===== src/rtl/eqv_monitor.sv =====
//------------------------------------------------------------------------------
// Module      : eqv_monitor
// Description : Run-time equivalence monitor for a dual-output circuit.
//               Registers the two outputs every cycle, ignores a settle window
//               after start, then counts cycles and mismatches, captures the
//               cycle of the first mismatch and latches a sticky failure once
//               MAX_ERR mismatches have been counted.
// Revision    : 1.0 - initial release
//------------------------------------------------------------------------------
// Ports
//   clk_i          clock, all state on rising edge
//   rst_ni         asynchronous active-low reset
//   start_i        begin a monitoring run (IDLE only)
//   stop_i         end the run, return to IDLE
//   clear_i        synchronous abort, zero counters, go to IDLE
//   o1_i, o2_i     the two outputs that must always match
//   busy_o         high in SETTLE and RUN
//   fail_o         high in FAIL
//   mismatch_o     one-cycle pulse per counted mismatch
//   err_cnt_o      counted mismatches (saturating)
//   cyc_cnt_o      RUN cycles elapsed (saturating)
//   first_err_o    cyc_cnt value at the first counted mismatch
//   first_valid_o  first_err_o holds a captured value
//------------------------------------------------------------------------------
`default_nettype none

module eqv_monitor #(
  parameter int CNT_W   = 16,
  parameter int SETTLE  = 2,
  parameter int MAX_ERR = 4
) (
  input  logic             clk_i,
  input  logic             rst_ni,
  input  logic             start_i,
  input  logic             stop_i,
  input  logic             clear_i,
  input  logic             o1_i,
  input  logic             o2_i,
  output logic             busy_o,
  output logic             fail_o,
  output logic             mismatch_o,
  output logic [CNT_W-1:0] err_cnt_o,
  output logic [CNT_W-1:0] cyc_cnt_o,
  output logic [CNT_W-1:0] first_err_o,
  output logic             first_valid_o
);

  typedef enum logic [1:0] {
    S_IDLE   = 2'd0,
    S_SETTLE = 2'd1,
    S_RUN    = 2'd2,
    S_FAIL   = 2'd3
  } state_e;

  // Settle down-counter only ever holds values 0 .. SETTLE-1.
  localparam int SET_W       = (SETTLE > 2) ? $clog2(SETTLE) : 1;
  localparam int SETTLE_LOAD = (SETTLE > 0) ? SETTLE - 1 : 0;
  localparam logic [SET_W-1:0] SET_LOAD_C = SET_W'(SETTLE_LOAD);
  localparam logic [CNT_W-1:0] MAX_ERR_C  = CNT_W'(MAX_ERR);

  state_e             state_q, state_d;
  logic               o1_q, o2_q;
  logic [SET_W-1:0]   set_q, set_d;
  logic [CNT_W-1:0]   err_q, err_d;
  logic [CNT_W-1:0]   cyc_q, cyc_d;
  logic [CNT_W-1:0]   first_q, first_d;
  logic               fv_q, fv_d;
  logic               mis_q, mis_d;

  logic               diff;
  logic [CNT_W-1:0]   err_inc;
  logic [CNT_W-1:0]   cyc_inc;

  assign diff    = o1_q ^ o2_q;
  // Saturating increments: hold at all-ones rather than wrap.
  assign err_inc = (&err_q) ? err_q : err_q + 1'b1;
  assign cyc_inc = (&cyc_q) ? cyc_q : cyc_q + 1'b1;

  always_ff @(posedge clk_i or negedge rst_ni) begin
    if (!rst_ni) begin
      state_q <= S_IDLE;
      o1_q    <= 1'b0;
      o2_q    <= 1'b0;
      set_q   <= '0;
      err_q   <= '0;
      cyc_q   <= '0;
      first_q <= '0;
      fv_q    <= 1'b0;
      mis_q   <= 1'b0;
    end else begin
      state_q <= state_d;
      o1_q    <= o1_i;
      o2_q    <= o2_i;
      set_q   <= set_d;
      err_q   <= err_d;
      cyc_q   <= cyc_d;
      first_q <= first_d;
      fv_q    <= fv_d;
      mis_q   <= mis_d;
    end
  end

  always_comb begin
    state_d = state_q;
    set_d   = set_q;
    err_d   = err_q;
    cyc_d   = cyc_q;
    first_d = first_q;
    fv_d    = fv_q;
    mis_d   = 1'b0;

    if (clear_i) begin
      state_d = S_IDLE;
      set_d   = '0;
      err_d   = '0;
      cyc_d   = '0;
      first_d = '0;
      fv_d    = 1'b0;
    end else begin
      unique case (state_q)
        S_IDLE: begin
          if (start_i) begin
            err_d   = '0;
            cyc_d   = '0;
            first_d = '0;
            fv_d    = 1'b0;
            set_d   = SET_LOAD_C;
            state_d = (SETTLE == 0) ? S_RUN : S_SETTLE;
          end
        end
        S_SETTLE: begin
          if (stop_i) begin
            state_d = S_IDLE;
          end else if (set_q == '0) begin
            state_d = S_RUN;
          end else begin
            set_d = set_q - 1'b1;
          end
        end
        S_RUN: begin
          cyc_d = cyc_inc;
          if (diff) begin
            mis_d = 1'b1;
            err_d = err_inc;
            if (!fv_q) begin
              first_d = cyc_q;
              fv_d    = 1'b1;
            end
          end
          // A mismatch coinciding with stop is still counted, and reaching
          // the threshold takes precedence over returning to IDLE.
          if (diff && (err_inc == MAX_ERR_C)) begin
            state_d = S_FAIL;
          end else if (stop_i) begin
            state_d = S_IDLE;
          end
        end
        S_FAIL: begin
          state_d = S_FAIL;
        end
        default: begin
          state_d = S_IDLE;
        end
      endcase
    end
  end

  assign busy_o        = (state_q == S_SETTLE) || (state_q == S_RUN);
  assign fail_o        = (state_q == S_FAIL);
  assign mismatch_o    = mis_q;
  assign err_cnt_o     = err_q;
  assign cyc_cnt_o     = cyc_q;
  assign first_err_o   = first_q;
  assign first_valid_o = fv_q;

endmodule

`default_nettype wire


===== config.mk =====
export PLATFORM = sky130hd
export DESIGN_NAME = eqv_monitor
export DESIGN_NICKNAME = d
export VERILOG_FILES = /design/src/rtl/eqv_monitor.sv
export SDC_FILE = /design/constraint.sdc
export NUM_CORES = 1
export LEC_CHECK = 0
export ABC_AREA = 1
export BUFFER_PORTS_ARGS = -buffer_cell sky130_fd_sc_hd__buf_2
export CAP_MARGIN = 20
export CORE_ASPECT_RATIO = 0.5
export CORE_MARGIN = 5
export CORE_UTILIZATION = 30
export DETAILED_ROUTE_END_ITERATION = 8
export SYNTH_ARGS = -nofsm -noshare
export SYNTH_HDL_FRONTEND = slang
export SYNTH_SLANG_ARGS = --single-unit

===== constraint.sdc =====
create_clock -name clk_i -period 2.05 [get_ports clk_i]
set_input_delay 0.205 -clock clk_i [delete_from_list [all_inputs] [get_ports clk_i]]
set_output_delay 0.205 -clock clk_i [all_outputs]
set_load 0.01 [all_outputs]

==> results.md <==
- Outcome: completed
- Ports: 59
- Setup WS pre-CTS: -142 ps
- TritonCTS buffer count: 5
- Depth of the CTS H-tree: 2
- Ant. Diodes: 0
- Post-synthesis average cell area: 8.16 um^2
- CP Class: flop to flop
- Drt pass-1 iters: 4
- First-pass GRT wire length: 14100 um
- Largest net degree at the start of global routing: 33
- Max Buffers Root-to-Sink: 2
- Total GRT Usage: 0.139
- Fill count: 1038
- Worst EP required: 2290 ps
- Routed Antenna Nets: 0
- Rows: 26
- Maximum vdd ir drop: 0.283 mV
- Post-Place Cells: 598
- Die H: 81.7 um
- Layout Cells excl Fill: 617
- Clk sinks: 55
- Critical path fanouts, max: 3
- Fin crit share: 0.966
- Crit end category: flop
- #FFs+latches synth: 55
- Vias: 2894
- Register area share after synthesis: 0.446
- EDFF count, synth: 0
- DP HPWL: 6470 um
- Vias in the first global route: 2792
- Post-synth top flop: dfrtp_1
- Core footprint: 10100 um^2
- Net Switching: 0.729 mW
- Register share of total power: 0.433
- Overall power: 2.57 mW
- Port Buffers: 58
- Combinational power share: 0.165
- Worst-Margin Slew: 617 ps
- Min Tclk post-route: 1980 ps
- Initial antenna violation count: 0
- Worst-path clk slew: 80 ps
- End of the critical path: state_q[0]
- Starting Density: 0.305
- Drt wl/cell: 14.0 um
- Critical Path Source Type: flop
- Layout cells sized above 1: 0.369
- Max-slew violation count: 0
- CTS tree: done
- WL final: 8670 um
- Clk_lat worst skew: 310 ps
- TNS Setup: 0 ps
- Syn. warnings: 0
- Worst setup startpoint: err_cnt_o[1]
- R2r startpoint: err_cnt_o[1]
- Leak: 2.06 nW
- Starting DRT DRC Count: 145
- Syn nets: 392
- Die area: 12500 um^2
- Cell internal pwr: 1.84 mW
- FMAX: 505 MHz
- Synth unique cells: 37
- Grt ovf: 0
- Rel. slew slack: 0.589
- R2R setup slack: 70 ps
- Area Overhead vs Synth: 35.7%
- Maxcap violations: 0
- Worst Hold Class: primary input to flop
- Vias per std cell: 4.69
- Async SR Flop Fraction: 1.00
- Nets: 490
- Setup WS post-layout: 70.3 ps
- Final Skew: 9.24 ps
- Reg-to-Reg End: state_q[0]
- Crit path arrival time: 2220 ps
- Pwr per Cell Area: 614 nW/um^2
- Post-Syn Area: 3080 um^2
- Fin util: 0.414
- Synthesized instance count: 378
- RSZ-0062 raised after global routing: yes
- Routability cong.: 0.894
- R2R depth: 15
- Setup violators final: 0
- Clock root cell: clkbuf_16
- Sw Ratio: 0.284
- Die Width: 153 um
- DRC: 0
- Hold Violations, Final: 0
- Clock power frac: 0.402
[timing repair]
action,4_1_cts,5_1_grt
setup buffers,0,9
setup endpoints to repair,2,32
pin swaps,0,20
hold buffers,1,1
gates cloned,0,0
gates resized for setup,4,54
endpoints found under the hold margin,23,1
[stage by stage]
step,hold WS [ps],cell area [um^2]
3_5_place_dp,260,3730
6_report,8.59,4180
2_1_floorplan,-90.6,3080
3_3_place_gp,248,3730
4_1_cts,0.484,3920
5_1_grt,-2.57,4180
[layer usage]
| metal | vias to the layer above | global-route usage | part of all wire |
|---|---|---|---|
| met4 | 0 | 0.0396 | 0.015 |
| li1 | 1453 | - | - |
| met5 | - | 0 | 0 |
| met1 | 1376 | 0.186 | 0.47 |
| met3 | 9 | 0.0289 | 0.032 |
| met2 | 56 | 0.233 | 0.48 |
[final cells by class]
type	instances	area [um^2]	share of cell area
Tap cell	140	175	0.0419
Clock inverter	3	50.0	0.0120
Multi-Input combinational cell	268	1660	0.397
Clock buffer	5	125	0.0299
Sequential cell	55	1380	0.330
Timing Repair Buffer	96	593	0.142
Inverter	50	195	0.0467
[worst min path at each step]
stage,start,end,slack (ps),depth (start not counted)
floorplan,rst_ni,cyc_cnt_o[0],-90,0
global placement,rst_ni,err_cnt_o[2],250,1
detailed placement,rst_ni,err_cnt_o[4],260,1
CTS,o1_i,o1_q,0.5,1
global route,o2_i,o2_q,-3,1
finish,o2_i,o2_q,9,1
[Yosys cell counts, types with 2 or more instances]
cell / number / share of area
nand2_2: 6 / 0.012
nor3_1: 11 / 0.018
nor2_4: 2 / 0.0073
a21oi_1: 10 / 0.016
xor2_1: 6 / 0.017
dfrtp_1: 55 / 0.45
buf_6: 2 / 0.0073
nand3_1: 32 / 0.052
nand2_1: 86 / 0.10
nand4_1: 7 / 0.014
o31ai_1: 6 / 0.015
o31ai_2: 7 / 0.028
nor2_1: 36 / 0.044
a31oi_1: 3 / 0.0061
o21ai_0: 17 / 0.028
ha_1: 7 / 0.028
a21oi_4: 2 / 0.011
o21ai_1: 6 / 0.0097
buf_2: 2 / 0.0032
inv_1: 44 / 0.054
nor2_2: 7 / 0.014
o22ai_1: 5 / 0.010
inv_2: 5 / 0.0061
[cells by family after synthesis]
group | synth area share
buffers and inverters | 0.0735
and+or+nand+nor | 0.295
adders and majority gates | 0.0284
AOI/OAI and AO/OA | 0.137
DFF | 0.446
xor gates and xnor gates | 0.0199
[power by group through the flow]
stage	sequential [mW]	clock, mW	combinational (mW)
after floorplan	1.14	0	0.254
after CTS	1.11	1.06	0.381
after detailed placement	1.13	0	0.379
after global placement	1.13	0	0.375
after global routing	1.11	1.11	0.477
final	1.11	1.03	0.423
[critical path, stage by stage, from the launching register on]
cell and delay, ps:
dfrtp_1 410, ha_4 190, nand3_4 120, nor2_4 200, nand3_2 80, nand2_1 70, nand2_1 70, nor2_4 130
nand3_1 100, nor2_2 120, nand2_1 80, nand3_2 80, nand2_2 50, nor2_2 110, nand2_1 60, nand2_1 60
[flip-flops by register name, indices dropped and copies added (netlist names)]
signal and flops:
first_valid_o 1, mismatch_o 1, o2_q 1, o1_q 1, first_err_o 16, cyc_cnt_o 16, state_q 2, set_q 1
err_cnt_o 16
[layout by cell type (no fill, tap or decap), drive strengths merged, types with 7 or more instances in the layout]
cell type / Yosys / final
nand4: 7 / 7
inv: 50 / 52
nor2: 46 / 46
a21oi: 12 / 12
o31ai: 13 / 13
ha: 7 / 7
nand3: 34 / 34
nand2: 93 / 93
o21ai: 24 / 24
nor3: 12 / 12
dfrtp: 55 / 55
buf: 4 / 94
No activity file was read; power rests on OpenSTA's default activity.
